**src/rtl/simon_key_sched.sv**
```systemverilog
// simon_key_sched: round-key generator for Simon 64/128.
// Holds a 4-word key shift register and expands k(i+4) on each accepted
// valid/ready handshake. It drives the external z-sequence generator
// (zg_start / zg_compute) and consumes its z bit.
// Optional feature macro: SIMON_KS_REWIND_EN adds a `rewind` input and a
// shadow copy of the last loaded key, so the schedule can restart without
// presenting the key again.
module simon_key_sched #(
    parameter int N = 32,
    parameter int M = 4,
    parameter int T = 44
) (
    input  logic           clk,
    input  logic           rst,
    input  logic [N*M-1:0] key_in,
    input  logic           key_load,
`ifdef SIMON_KS_REWIND_EN
    input  logic           rewind,
`endif
    input  logic           rk_ready,
    output logic           rk_valid,
    output logic [N-1:0]   rk,
    output logic [5:0]     rk_idx,
    output logic           busy,
    output logic           done,
    output logic           zg_start,
    output logic           zg_compute,
    input  logic           zg_z
);

    typedef enum logic [1:0] {IDLE, RUN, DONE} state_t;

    state_t              state;
    logic [M-1:0][N-1:0] kreg;      // kreg[0] is the current round key
    logic [5:0]          idx;
    logic                fire;
    logic                load_go;
    logic [M-1:0][N-1:0] load_key;
    logic [N-1:0]        tmp0;
    logic [N-1:0]        tmp;
    logic [N-1:0]        knew;

`ifdef SIMON_KS_REWIND_EN
    logic [M-1:0][N-1:0] shadow;
    logic                rewind_go;

    // Remember the most recently loaded master key for later rewinds
    always_ff @(posedge clk or posedge rst) begin
        if (rst)
            shadow <= '0;
        else if (key_load)
            shadow <= key_in;
    end

    // A fresh key_load takes priority; rewind is meaningless before any load
    assign rewind_go = rewind & ~key_load & (state != IDLE);
    assign load_go   = key_load | rewind_go;
    assign load_key  = key_load ? key_in : shadow;
`else
    assign load_go   = key_load;
    assign load_key  = key_in;
`endif

    assign rk_valid   = (state == RUN);
    assign busy       = (state == RUN);
    assign done       = (state == DONE);
    assign rk         = kreg[0];
    assign rk_idx     = idx;
    assign fire       = rk_valid & rk_ready;

    // The z generator restarts with every (re)load and advances on every
    // accepted key, including the final four whose expansion is discarded.
    assign zg_start   = load_go;
    assign zg_compute = fire & ~load_go;

    // Key expansion: tmp = ROR3(k[i+3]) ^ k[i+1]; tmp ^= ROR1(tmp);
    // new = ~k[i] ^ tmp ^ z ^ 3
    assign tmp0 = {kreg[M-1][2:0], kreg[M-1][N-1:3]} ^ kreg[1];
    assign tmp  = tmp0 ^ {tmp0[0], tmp0[N-1:1]};
    assign knew = ~kreg[0] ^ tmp ^ N'(zg_z) ^ N'(3);

    // Schedule FSM: load/restart, shift-and-expand on handshake, stop after T keys
    always_ff @(posedge clk or posedge rst) begin
        if (rst) begin
            state <= IDLE;
            kreg  <= '0;
            idx   <= '0;
        end else if (load_go) begin
            state <= RUN;
            kreg  <= load_key;
            idx   <= '0;
        end else if (fire) begin
            kreg <= {knew, kreg[M-1:1]};
            idx  <= idx + 6'd1;
            if (idx == 6'(T - 1))
                state <= DONE;
        end
    end

endmodule

```
**config.mk**
```make
export PLATFORM = sky130hd
export DESIGN_NAME = simon_key_sched
export DESIGN_NICKNAME = d
export VERILOG_FILES = /design/src/rtl/simon_key_sched.sv
export SDC_FILE = /design/constraint.sdc
export NUM_CORES = 1
export LEC_CHECK = 0
export CORE_UTILIZATION = 58
export DETAILED_ROUTE_END_ITERATION = 8
export DONT_BUFFER_PORTS = 1
export PLACE_DENSITY_LB_ADDON = 0.1
export SYNTH_ARGS = -nofsm -noshare
export SYNTH_HDL_FRONTEND = slang
export SYNTH_SLANG_ARGS = --single-unit
```
**constraint.sdc**
```tcl
create_clock -name clk -period 4.3 [get_ports clk]
set_input_delay 0.86 -clock clk [delete_from_list [all_inputs] [get_ports clk]]
set_output_delay 0.86 -clock clk [all_outputs]
set_load 0.02 [all_outputs]
```
=== Yosys cells after proc, flatten, opt, wreduce, memory -nomap -nowiden ===
Cells that the tools add are included.

* Register bits after elaboration: 136
* Input port bits: 133
* Output and inout port bits: 43
* Word-level logic and storage cells: 29

* $add $sub $neg: 1
* Eq/ne operators: 3
* Mux-type cells: 7
* Bitwise operators: 9
* Reduce and logical (&&, ||, !) cells: 3

{| class="wikitable"
|+ Operator list
! operator !! count
|-
| 2-to-1 mux 128 bit || 2
|-
| bitwise XOR 32 bit || 3
|-
| inverter 32 bit || 1
|-
| bitwise XOR 32 x 1 -> 32 bit || 1
|-
| 2-to-1 mux 6 bit || 2
|-
| adder 6 x 1 -> 6 bit, second input constant || 1
|-
| == test 6 bit, second input constant || 1
|-
| 2-to-1 mux 2 bit || 3
|-
| nonzero test 2 bit || 2
|-
| bitwise AND 1 bit || 2
|-
| == test 2 x 1 -> 1 bit, second input constant || 1
|-
| == test 2 bit, second input constant || 1
|-
| inverter 2 bit || 1
|-
| AND reduction 2 bit || 1
|-
| inverter 1 bit || 1
|}

=== Logic depth before layout (Yosys ltp) ===
Gate-level depths: netlist (run 1).

* Word-level depth: 7
* Depth in mapped cells: 6
* Depth with buffers taken out: 4

=== Worst setup path after synthesis (run 1) ===
No wires, ideal clock.

* Path type: in2out
* Start point: input port key_load
* End point: output port zg_compute
* Arrival time: 1659 ps
* Required time: 3440 ps
* Path slack: 1781 ps
* Stages on the path: 4
* Path buffers: 3
* Cells stage by stage: buf_4 -> buf_4 -> clkbuf_1 -> nor2_1

* Longest elaborated chain between the ends: 2

{| class="wikitable"
|+ Ends and longest elaborated chain
! item !! line !! source
|-
| from (decl) || 16 || <nowiki>input logic key_load,</nowiki>
|-
| inverter 1 bit || 74 || <nowiki>assign zg_compute = fire & ~load_go;</nowiki>
|-
| bitwise AND 1 bit || 74 ||
|-
| to (decl) || 27 || <nowiki>output logic zg_compute,</nowiki>
|}

Every way passes these cells.

=== Worst setup path in the final report (run 1) ===
* Start point: register state[0]
* End point: output port zg_compute

* Longest elaborated chain between the ends: 3

{| class="wikitable"
|+ Ends and longest elaborated chain
! item !! line !! source
|-
| from (decl) || 33 || <nowiki>state_t state;</nowiki>
|-
| from (signal assigned) || 85 || <nowiki>state <= IDLE;</nowiki>
|-
| from (signal assigned) || 89 || <nowiki>state <= RUN;</nowiki>
|-
| from (signal assigned) || 96 || <nowiki>state <= DONE;</nowiki>
|-
| == test 2 x 1 -> 1 bit || n/a ||
|-
| named net busy || 24 || <nowiki>output logic busy,</nowiki>
|-
| bitwise AND 1 bit || 69 || <nowiki>assign fire = rk_valid & rk_ready;</nowiki>
|-
| bitwise AND 1 bit || 74 ||
|}

The timed path passes the listed nets, and every way through them passes these cells.

==> impl_metrics.json, run 1 <==
{
  "status": "completed",
  "yosys_warnings": 0,
  "clkTransAtPathRegs_ns": 0.05,
  "syn_area_um2": 7520,
  "avgSynthCellArea_um2": 10.8,
  "setup-tns-final_ns": 0,
  "antenna_found_initial": 0,
  "cts_hold_repair.buffers": 0,
  "hold_violations": 0,
  "cp_top_family": "simple AND/OR/NAND/NOR gates",
  "synth_compound_area_frac": 0.0902,
  "synth_cell_types": 26,
  "clock_path_buffers": 2,
  "floorplan.die_area_um2": 13400,
  "synthSimpleGateAreaFrac": 0.0771,
  "viasPerCell": 5.56,
  "h-tree-depth": 4,
  "syn-instance-count": 694,
  "endpoint_kind": "primary output",
  "fp.dieH_um": 116,
  "synth_nets": 828,
  "crit_fanout": 4,
  "crit_buf_inv": 0,
  "io_buffers": 0,
  "period_minus_slack_ns": 2.94,
  "p_leak_nw": 3.84,
  "setup_viol": 0,
  "tightest_slew_ns": 0.826,
  "wl_per_cell_um": 17.7,
  "io_pins": 176,
  "drive_gt1_frac": 0.0495,
  "vdd_drop_max_mv": 0.400,
  "grt_usage": 0.225,
  "core_area_um2": 12600,
  "arrival_ns": 2.08,
  "ant_nets": 0,
  "drc": 0,
  "maxCapViolCount": 0,
  "synthXorXnorAreaFrac": 0.143,
  "n_antenna_cell": 0,
  "final_cells": 819,
  "grt_max_degree": 267,
  "synth_top_family_by_area": "multiplexers",
  "vias": 4555,
  "yosysSeqAreaShare": 0.453,
  "clkSinkCount": 136,
  "cp_cell_sequence": "nor2b_1, nand2_1, nor2_1",
  "synth_top_area_frac": 0.453,
  "initial_utilization": 0.596,
  "dpl.hpwl_um": 9630,
  "finalInstanceArea_um2": 7830,
  "netlist_top_cells_area": "dfrtp_1 (45%), mux2i_1 (17%), o21ai_0 (8.3%)",
  "area_growth_pct": 4.23,
  "dpl.cell_count": 791,
  "timing.final.crit_share": 0.684,
  "cts-root-buf": "clkbuf_16",
  "cp-start-kind": "flip-flop",
  "place_area_um2": 7300,
  "critical_path_required_ns": 3.44,
  "grt_pass1_wl_um": 22600,
  "synth-adder-area-share": 0.00166,
  "cts_tree": "built",
  "fin_skew_ns": 0.00674,
  "holdWs_ns": 0.462,
  "finalPower_mw": 4.08,
  "cts_setup_buffers": 0,
  "gp_congestion": 0.751,
  "max_slew_margin": 0.448,
  "max_stage_delay_ns": 0.68,
  "drv_slew": 0,
  "critPathKind": "reg2out",
  "hold_path.class": "in2async",
  "grt_overflow": 0,
  "cts_buffers": 17,
  "clock_latency_ns": 0.42,
  "final_nets": 772,
  "layout_common_cells": "dfrtp_1 (136), nand2_1 (132), mux2i_1 (126)",
  "drt-total-wl_um": 14500,
  "power_density_nw_per_um2": 521,
  "cp_slowest_cell": "nor2b_1",
  "drtIter0Drc": 343,
  "final_common_cell": "dfrtp_1",
  "die_w_um": 116,
  "synth_mux_area_frac": 0.168,
  "synth-seq-cells": 136,
  "rsz0062_at_grt": "false",
  "grt_pass1_vias": 4578,
  "dr.pass1.iters": 4,
  "ctsResizeCount": 0,
  "max_clock_freq_ghz": 0.340,
  "synth.largest_area_cell": "dfrtp_1",
  "rows": 41
}
==> metrics by stage <==
step	setup WS, ns	utilization
after floorplan	1.75	-
after global placement	1.88	0.578
after detailed placement	1.81	0.578
after CTS	1.35	0.621
after global routing	1.26	0.621
final	1.36	0.621
==> layout make-up <==
class                           count  area, µm²
Fill cell                        1058       4790
Inverter                            2       11.3
Multi-Input combinational cell    478       3610
Timing Repair Buffer                3       60.1
Clock buffer                       24        492
Tap cell                          172        215
Clock inverter                      4       45.0
Sequential cell                   136       3400
==> metal layers <==
layer | GRT usage | share of wire | vias up
met3 | 0.0858 | 0.066 | 19
met2 | 0.353 | 0.48 | 124
met4 | 0.0701 | 0.016 | 0
li1 | - | - | 2220
met1 | 0.291 | 0.44 | 2192
met5 | 0 | 0 | -
==> synth_stat cells <==
cell type / instances
xnor3_1: 23
xor3_1: 9
ha_1: 1
o21ai_1: 1
xnor2_1: 14
nor3b_1: 1
o21ai_0: 125
and3_1: 1
a211oi_2: 1
nand4_1: 3
nor2_1: 8
inv_1: 2
clkbuf_1: 24
and3b_1: 1
mux2i_1: 126
nor2b_1: 2
a21o_1: 2
nand2_1: 132
buf_2: 2
xor2_1: 23
dfrtp_1: 136
buf_4: 45
buf_6: 5
buf_1: 2
a21oi_1: 4
xor2_2: 1
==> registers in the layout, indices dropped and copies added, names as in the netlist <==
| name | cells |
|---|---|
| kreg | 96 |
| rk | 32 |
| rk_idx | 6 |
| state | 2 |
==> logic make-up after synthesis <==
group / count (synthesis)
DFF: 136
xor gates and xnor gates: 70
and+or+nand+nor: 148
adders and majority gates: 1
buffers and inverters: 80
muxes: 126
AOI/OAI and AO/OA: 133
==> power by group <==
part,switching (mW),internal [mW]
logic,0.392,0.622
registers,0.239,1.48
clock network,0.511,0.840
==> path summary, 6_finish.rpt <==
path,start,endpoint,depth (start not counted),slack [ns]
max,state[0]$_DFFE_PP0P_,zg_compute,3,1.36
min,rst,kreg[48]$_DFFE_PP0P_,2,0.46
max reg2reg,state[1]$_DFFE_PP0P_,kreg[50]$_DFFE_PP0P_,4,2.17
min reg2reg,state[0]$_DFFE_PP0P_,state[0]$_DFFE_PP0P_,1,0.55
max in group asynchronous,rst,rk[8]$_DFFE_PP0P_,2,3.18
min in group clk,state[0]$_DFFE_PP0P_,state[0]$_DFFE_PP0P_,1,0.55
==> worst register-to-register path, cell delays in order (launching register included) <==
cell and delay, ns:
dfrtp_1 0.38, and3b_4 0.79, buf_12 0.41, mux2i_1 0.29, o21ai_0 0.12
Power figures use the tool's default switching activity.
==> inputs of run 2 (changes only) <==
==> constraint.sdc (replaced) <==
create_clock -name clk -period 2.4 [get_ports clk]
set_input_delay 0.48 -clock clk [delete_from_list [all_inputs] [get_ports clk]]
set_output_delay 0.48 -clock clk [all_outputs]
set_load 0.02 [all_outputs]
==> run 2 against run 1 <==
  * Critical path depth increased by 1
  * Cell count rose by 1.2%
  * Critical endpoint unchanged
  * Sequential power increased by 80%
  * Clock skew rose by 0.0020 ns
  * Setup slack worse by 1.0 ns
  * Critical path type unchanged
  * Via count rose by 1.2%
  * Largest power group unchanged
==> impl_metrics.json, run 2 (synthesis gave the netlist of run 1 again) <==
{
  "status": "completed",
  "drtIter0Drc": 340,
  "io_buffers": 0,
  "grt_pass1_vias": 4740,
  "layout_common_cells": "dfrtp_1 (136), nand2_1 (132), mux2i_1 (126)",
  "initial_utilization": 0.596,
  "core_area_um2": 12600,
  "p_leak_nw": 3.86,
  "area_growth_pct": 4.88,
  "clkTransAtPathRegs_ns": 0.06,
  "dr.pass1.iters": 5,
  "drc": 0,
  "timing.final.crit_share": 0.852,
  "finalInstanceArea_um2": 7880,
  "p_sw_frac": 0.283,
  "clkSinkCount": 136,
  "p_int_mw": 5.17,
  "wl_per_cell_um": 17.8,
  "endpoint_kind": "primary output",
  "cts_hold_repair.buffers": 0,
  "critPathKind": "reg2out",
  "clock_latency_ns": 0.42,
  "tightest_slew_ns": 0.802,
  "io_pins": 176,
  "rows": 41,
  "final_nets": 778,
  "power_frac_seq": 0.428,
  "cp-start-kind": "flip-flop",
  "dpl.cell_count": 797,
  "final_util": 0.625,
  "cts-root-buf": "clkbuf_16",
  "drt-total-wl_um": 14800,
  "power_frac_comb": 0.253,
  "vdd_drop_max_mv": 0.422,
  "floorplan.die_area_um2": 13400,
  "final_cells": 829,
  "grt_overflow": 0,
  "clock_path_buffers": 2,
  "cts_tree": "built",
  "setup_viol": 0,
  "antenna_found_initial": 0,
  "ant_nets": 0,
  "cts_buffers": 17,
  "clkPwrFrac": 0.319,
  "drive_gt1_frac": 0.0548,
  "maxCapViolCount": 0,
  "vias": 4609,
  "finalPower_mw": 7.21,
  "gp_congestion": 0.752,
  "final_common_cell": "dfrtp_1",
  "grt_pass1_wl_um": 23600,
  "dpl.hpwl_um": 10000,
  "drv_slew": 0,
  "largest_reg_flops": 96,
  "switchingPower_mw": 2.04,
  "worst_slack_ns": 0.355,
  "hold_violations": 0,
  "viasPerCell": 5.56,
  "holdWs_ns": 0.0907,
  "max_clock_freq_ghz": 0.489,
  "hold_path.class": "in2async",
  "h-tree-depth": 4,
  "n_antenna_cell": 0,
  "grt_usage": 0.233,
  "period_minus_slack_ns": 2.05,
  "ctsResizeCount": 0,
  "cts_setup_buffers": 0,
  "crit_fanout": 4,
  "fin_skew_ns": 0.00877,
  "power_density_nw_per_um2": 915,
  "fp.dieH_um": 116,
  "place_area_um2": 7370,
  "rsz0062_at_grt": "false",
  "arrival_ns": 1.57,
  "grt_max_degree": 267,
  "die_w_um": 116,
  "critical_path_required_ns": 1.92,
  "setup-tns-final_ns": 0,
  "post-place-ws_ns": 0.736,
  "max_slew_margin": 0.465,
  "largest_register": "kreg"
}
[run 2: changes by cell type in the layout (fill, tap and decap cells not counted), sizes merged]
cell    previous run  this run
buf                3         9
clkbuf            24        29
bufinv             1         0
[run 2: final timing paths]
path	startpoint	end	slack, ns	cells after the start
setup / recovery	state[0]$_DFFE_PP0P_	zg_compute	0.35	4
hold / removal	rst	rk[16]$_DFFE_PP0P_	0.09	2
setup reg to reg	state[1]$_DFFE_PP0P_	kreg[57]$_DFFE_PP0P_	0.73	5
hold reg to reg	state[0]$_DFFE_PP0P_	state[0]$_DFFE_PP0P_	0.53	1
max in group asynchronous	rst	rk[26]$_DFFE_PP0P_	1.66	2
min in group clk	key_in[29]	rk[29]$_DFFE_PP0P_	0.18	2
[run 2: area by class of cell]
type	instances	area [µm²]
tap	172	215
timing repair buffer	9	130
inverter	2	11.3
clock buffer	29	500
clock inverter	3	15.0
sequential	136	3400
multi-input combinational	478	3610
fill	1066	4740
[run 2: power groups by stage]
stage | registers, mW | clock network, mW | logic (mW)
after global routing | 3.13 | 2.45 | 2.02
after global placement | 3.10 | 0 | 1.79
after CTS | 3.09 | 2.34 | 1.85
after detailed placement | 3.12 | 0 | 1.85
final | 3.09 | 2.30 | 1.82
after floorplan | 2.92 | 0 | 1.82
[run 2: metal layers]
metal  wire length, µm  GRT usage  share of wire
met1              6540      0.300           0.44
met2              7110      0.373           0.48
met3               893     0.0706          0.060
met4               232     0.0880          0.016
met5                 0          0              0
[run 2: critical path, cell delays in order (launching register included)]
cell and delay, ns:
dfrtp_1 0.38, nor2b_1 0.15, buf_4 0.19, nand2_1 0.11, nor2_1 0.31
==> inputs of run 3 (changes only) <==
--- a/config.mk
+++ b/config.mk
@@ -6,9 +6,11 @@
 export NUM_CORES = 1
 export LEC_CHECK = 0
 export CORE_UTILIZATION = 58
+export CTS_CLUSTER_DIAMETER = 100
 export DETAILED_ROUTE_END_ITERATION = 8
 export DONT_BUFFER_PORTS = 1
 export PLACE_DENSITY_LB_ADDON = 0.1
+export SLEW_MARGIN = 10
 export SYNTH_ARGS = -nofsm -noshare
 export SYNTH_HDL_FRONTEND = slang
 export SYNTH_SLANG_ARGS = --single-unit
==> results of run 3 <==
Final layout, timing and power as in run 2 (identical DEF).
==> RTL edit 1, RTL diff (flow settings as in run 2) <==
The parameter `N` goes from 32 to 16.
--- a/src/rtl/simon_key_sched.sv
+++ b/src/rtl/simon_key_sched.sv
@@ -7,5 +7,5 @@
 // presenting the key again.
 module simon_key_sched #(
-    parameter int N = 32,
+    parameter int N = 16,
     parameter int M = 4,
     parameter int T = 44
Ports: changed (resized key_in and rk); port bits go from 176 to 96. No check against the original RTL was run, so the function may have changed too.
==> RTL edit 1 against run 2 <==
The run now ends with DRC left. Sequential cell count is 64 lower. Final area is 48% lower. Power is 51% lower. Clock power is 54% lower. Worst setup slack better by 0.22 ns. Area after synthesis is 47% lower. Global-route usage is 1.8 points lower. Worst hold slack better by 0.0033 ns. Wire length is 52% lower.
==> RTL edit 1: results (changes against run 2) <==
* Worst-margin pin slew at 0.4163 ns (was 0.8019 ns)
* Ys async rst share at 1.000 (unchanged)
* Met3 WL post-DR at 392 µm (was 893 µm)
* Clock skew at 0.009721 ns (was 0.008767 ns)
* Post-synth top cells: 72 x dfrtp_1, 67 x nand2_1, 61 x mux2i_1, 61 x o21ai_0, 24 x buf_4 (was 136 x dfrtp_1, 132 x nand2_1, 126 x mux2i_1)
* Worst R2R End: kreg[52] (was kreg[57])
* Buffers on Ports at 0 (unchanged)
* R2R Path Start: state[1] (unchanged)
* Sw Pwr at 0.001010 W (was 0.002042 W)
* Biggest register: kreg (unchanged)
* Area after DPL at 0.003859 mm² (was 0.007367 mm²)
* Yosys Warn Count at 0 (unchanged)
* Max Fanout on Critical Path at 4 (unchanged)
* Postcts setup bufs at 0 (unchanged)
* Top post-synthesis cells by area: dfrtp_1 45%, mux2i_1 15%, o21ai_0 7.7% (was dfrtp_1 45%, mux2i_1 17%, o21ai_0 8.3%)
* CTS buffer count at 9 (was 17)
* Initial antenna violation count at 0 (unchanged)
* Layout cells sized above 1 at 0.06916 (was 0.05479)
* CP max-delay cell: dfrtp_1 (unchanged)
* DRT Pass-1 Iters at 7 (was 5)
* Crit path DAT at 1.35 ns (was 1.57 ns)
* Vias in the first global route at 2,384 (was 4,740)
* Outcome: finished with violations (was finished clean)
* WL final at 7089 µm (was 14,780 µm)
* Leak pwr at 2.007 nW (was 3.858 nW)
* Reg-to-reg slack, setup at 0.68 ns (was 0.73 ns)
* Max Root-Sink Buffers at 2 (unchanged)
* Drt initial violations at 205 (was 340)
* FILL cells at 548 (was 1,066)
* Skew-Pair Late Insertion Delay at 0.35 ns (was 0.42 ns)
* Violated checks: DRC
* CP delay by family, top: simple AND/OR/NAND/NOR gates (unchanged)
* Clock transition at path regs at 0.08 ns (was 0.06 ns)
* Synth unique cells at 25 (was 26)
* CP max stage delay at 0.38 ns (about the same)
* Hold Path Class: in2async (unchanged)
* Routability Congestion at 0.7268 (was 0.7524)
* Max reg flops at 48 (was 96)
* Final nets at 412 (was 778)
* Worst VDD drop at 0.4259 mV (was 0.4216 mV)
* First-pass GRT wire length at 11,700 µm (was 23,590 µm)
* Root Driver: clkbuf_8 (was clkbuf_16)
* Via-to-Cell Ratio at 5.608 (was 5.560)
* Post-DP HPWL at 4701 µm (was 10,050 µm)
* Top layer in use: met4 (unchanged)
* DR WL met2 at 3194 µm (was 7112 µm)
* Register area share after synthesis at 0.4550 (was 0.4528)
* Antenna cells at 0 (unchanged)
* Syn_nets at 439 (was 828)
* Maximum level of the CTS H-tree at 3 (was 4)
* Cells resized by post-CTS repair at 0 (unchanged)
* Post-Route M1 WL at 3374 µm (was 6538 µm)
* # DRC at 8 (was 0)
* GRT Total Usage at 0.2153 (was 0.2333)
* Worst r2r path cells at 4 (was 5)
* Largest net degree at the start of global routing at 139 (was 267)
[RTL edit 1: worst max-delay path by stage]
| stage | depth (start not counted) | to | from |
|---|---|---|---|
| after floorplan | 1 | kreg[16] | rst |
| after global placement | 4 | kreg[47] | rk_ready |
| after detailed placement | 4 | kreg[55] | state[1] |
| after CTS | 3 | zg_compute | state[0] |
| after global routing | 3 | zg_compute | state[0] |
| final | 3 | zg_compute | state[0] |
[RTL edit 1: cell type report]
type                       count  area share
multi-input combinational    254      0.4672
sequential                    72      0.4417
clock buffer                  10     0.03374
tap                           77     0.02362
clock inverter                 6     0.02025
timing repair buffer           3     0.01166
inverter                       2    0.001840
[RTL edit 1: metal layers]
layer	global-route usage	vias to the layer above
met4	0.1017	0
met5	0	-
met3	0.04916	14
met2	0.3163	67
met1	0.3049	1116
li1	-	1181
[RTL edit 1: cell families (layout without fill, tap and decap cells)]
group | after synthesis | count (layout) | synth area share
xor+xnor | 38 | 38 | 0.1444
mux | 61 | 61 | 0.1542
compound gates | 70 | 70 | 0.09289
buf+inv | 43 | 21 | 0.06477
flops | 72 | 72 | 0.4550
fa+ha+maj | 1 | 1 | 0.003159
simple gates | 84 | 84 | 0.08563
[RTL edit 1: through the flow]
step | util | power [W] | hold slack, ns | setup slack, ns | std cells
after detailed placement | 0.5974 | 0.002533 | 0.4876 | 0.7041 | 408
after global routing | 0.6315 | 0.003738 | 0.1084 | 0.4521 | 424
final | 0.6315 | 0.003552 | 0.09402 | 0.5703 | 424
after global placement | 0.5974 | 0.002509 | 0.4852 | 0.7528 | 408
after floorplan | - | 0.002427 | 0.4799 | 0.09508 | 369
after CTS | 0.6315 | 0.003598 | 0.1054 | 0.5482 | 424
[RTL edit 1: power by group through the flow]
stage          logic, W  clock network, W  registers (W)
2_1_floorplan  0.000897                 0        0.00153
3_3_place_gp   0.000886                 0        0.00162
3_5_place_dp   0.000906                 0        0.00163
4_1_cts        0.000908           0.00109        0.00160
5_1_grt        0.000988           0.00112        0.00163
6_report       0.000895           0.00106        0.00160
==> RTL edit 2, RTL diff (settings of run 2) <==
Made on the original files. The 3 states of `state_t` get a one-hot encoding in 3 bits.
--- a/src/rtl/simon_key_sched.sv
+++ b/src/rtl/simon_key_sched.sv
@@ -29,5 +29,5 @@
 );
 
-    typedef enum logic [1:0] {IDLE, RUN, DONE} state_t;
+    typedef enum logic [2:0] {IDLE = 3'b001, RUN = 3'b010, DONE = 3'b100} state_t;
 
     state_t              state;
Check against the original RTL: no difference found for any inputs over 4 cycles, from zero or initial values and one cycle with rst high; so few cycles prove little.
==> RTL edit 2 against run 2 <==
Via count rose by 0.26%. Synthesized cell count up 0.43%. Worst hold slack got worse by 0.034 ns. Final area grew 2.4%. Cell count rose by 0.48%. Critical path type unchanged. Largest power group unchanged. Sequential cell count is 1 higher. Power is 7.9% higher. Largest cell class unchanged. Sequential power hardly changed. Die area up 0.44%. Worst setup slack worse by 0.047 ns. Clock skew decreased by 0.0023 ns. Count of clock-buffer cells in the layout down 10. Wire length is 1.8% lower. Area after synthesis is 0.45% higher.
==> RTL edit 2: results (changes against run 2) <==
* Outcome: finished clean (unchanged)
* Leak pwr at 3.927 nW (was 3.858 nW)
* Synth unique cells at 27 (was 26)
* Via-to-Cell Ratio at 5.547 (was 5.560)
* WL final at 14,510 µm (was 14,780 µm)
* Post-synthesis mux area share at 0.1671 (was 0.1678)
* Worst VDD drop at 0.5720 mV (was 0.4216 mV)
* Xor/xnor cell area share of the yosys netlist at 0.1424 (was 0.1427)
* Drt initial violations at 362 (was 340)
* First-pass GRT wire length at 22,690 µm (was 23,590 µm)
* Final nets at 782 (was 778)
* Via Count at 4,621 (was 4,609)
* Sw Pwr at 0.002094 W (was 0.002042 W)
* FILL cells at 1,027 (was 1,066)
* CP delay by family, top: simple AND/OR/NAND/NOR gates (unchanged)
* Vias in the first global route at 4,535 (was 4,740)
* Placed Cells at 801 (was 797)
* Max Fanout on Critical Path at 4 (unchanged)
* Slew Limit Headroom at 0.4826 (was 0.4654)
* Post-DP HPWL at 10,010 µm (was 10,050 µm)
* Clock skew at 0.006500 ns (was 0.008767 ns)
* Mean post-synth cell area at 10.83 µm² (about the same)
* Clock transition at path regs at 0.06 ns (about the same)
* DRT Pass-1 Iters at 4 (was 5)
* GRT Total Usage at 0.2241 (was 0.2333)
* Cells resized by post-CTS repair at 0 (unchanged)
* Crit path DAT at 1.61 ns (was 1.57 ns)
* Max reg flops at 96 (unchanged)
* Register area share after synthesis at 0.4543 (was 0.4528)
* Synth Area in Compound Gates at 0.08916 (was 0.09023)
* Layout cells sized above 1 at 0.06808 (was 0.05479)
* Root Driver: clkbuf_16 (unchanged)
* Post-synthesis adder-cell area fraction at 0.001657 (was 0.001665)
* R2R Path Start: state[2] (was state[1])
* Skew-Pair Late Insertion Delay at 0.42 ns (about the same)
* Buffers on Ports at 0 (unchanged)
* Ys async rst share at 1.000 (unchanged)
* Syn_nets at 831 (was 828)
* Post-synth top cells: 136 x dfrtp_1, 132 x nand2_1, 126 x mux2i_1 (unchanged)
* Largest net degree at the start of global routing at 268 (was 267)
* Worst Setup SP: state[1] (was state[0])
* Routability Congestion at 0.7672 (was 0.7524)
* Top post-synthesis cells by area: dfrtp_1 45%, mux2i_1 17%, nand2_1 6.6% (was dfrtp_1 45%, mux2i_1 17%, o21ai_0 8.3%)
* Biggest register: kreg (unchanged)
[RTL edit 2: changes by cell type after synthesis, sizes merged]
| cell | change |
|---|---|
| xnor2 | +7 |
| xor2 | -6 |
| nor3 | +1 |
| and3b | -1 |
| xnor3 | -1 |
| dfstp | +1 |
| nor2 | -1 |
| xor3 | +1 |
| nor3b | +1 |
| and4bb | +1 |
[RTL edit 2: cells by family (layout without fill, tap and decap cells)]
family	after synthesis	after routing
compound gates	133	133
fa+ha+maj	1	1
buf+inv	80	44
mux	126	126
simple gates	149	149
xor+xnor	71	71
flops	137	137
[RTL edit 2: power groups by stage]
stage / combinational [W] / sequential (W) / clock [W]
2_1_floorplan: 0.00183 / 0.00294 / 0
3_3_place_gp: 0.00180 / 0.00312 / 0
3_5_place_dp: 0.00185 / 0.00314 / 0
4_1_cts: 0.00186 / 0.00310 / 0.00291
5_1_grt: 0.00203 / 0.00315 / 0.00303
6_report: 0.00183 / 0.00310 / 0.00285
[RTL edit 2: area by class of cell]
type	instances	area share
sequential	137	0.4247
tap	172	0.02665
timing repair buffer	10	0.01859
clock buffer	19	0.05609
inverter	2	0.001394
multi-input combinational	480	0.4479
clock inverter	13	0.02464
[RTL edit 2: through the flow]
stage	area (µm²)	setup slack, ns
floorplan	7553	0.2137
global placement	7423	0.7137
detailed placement	7423	0.6596
CTS	8075	0.3099
global route	8075	0.2612
finish	8075	0.3077
[RTL edit 2: routing by layer]
metal  share of wire  wire, µm  track usage  vias to the layer above
met4           0.017       240      0.08632                        0
met3           0.075      1092      0.08822                       18
met2            0.47      6880       0.3508                      121
met5               0         0            0                        -
met1            0.43      6295       0.2814                     2233
li1                -         -            -                     2249
[RTL edit 2: worst paths after layout]
check	end	slack, ns	cells after the start
setup / recovery	zg_compute	0.31	5
hold / removal	kreg[39]	0.06	2
setup reg to reg	kreg[119]	0.63	4
hold reg to reg	state[0]	0.50	1
max in group asynchronous	rk[20]	1.66	2
min in group clk	kreg[74]	0.16	1
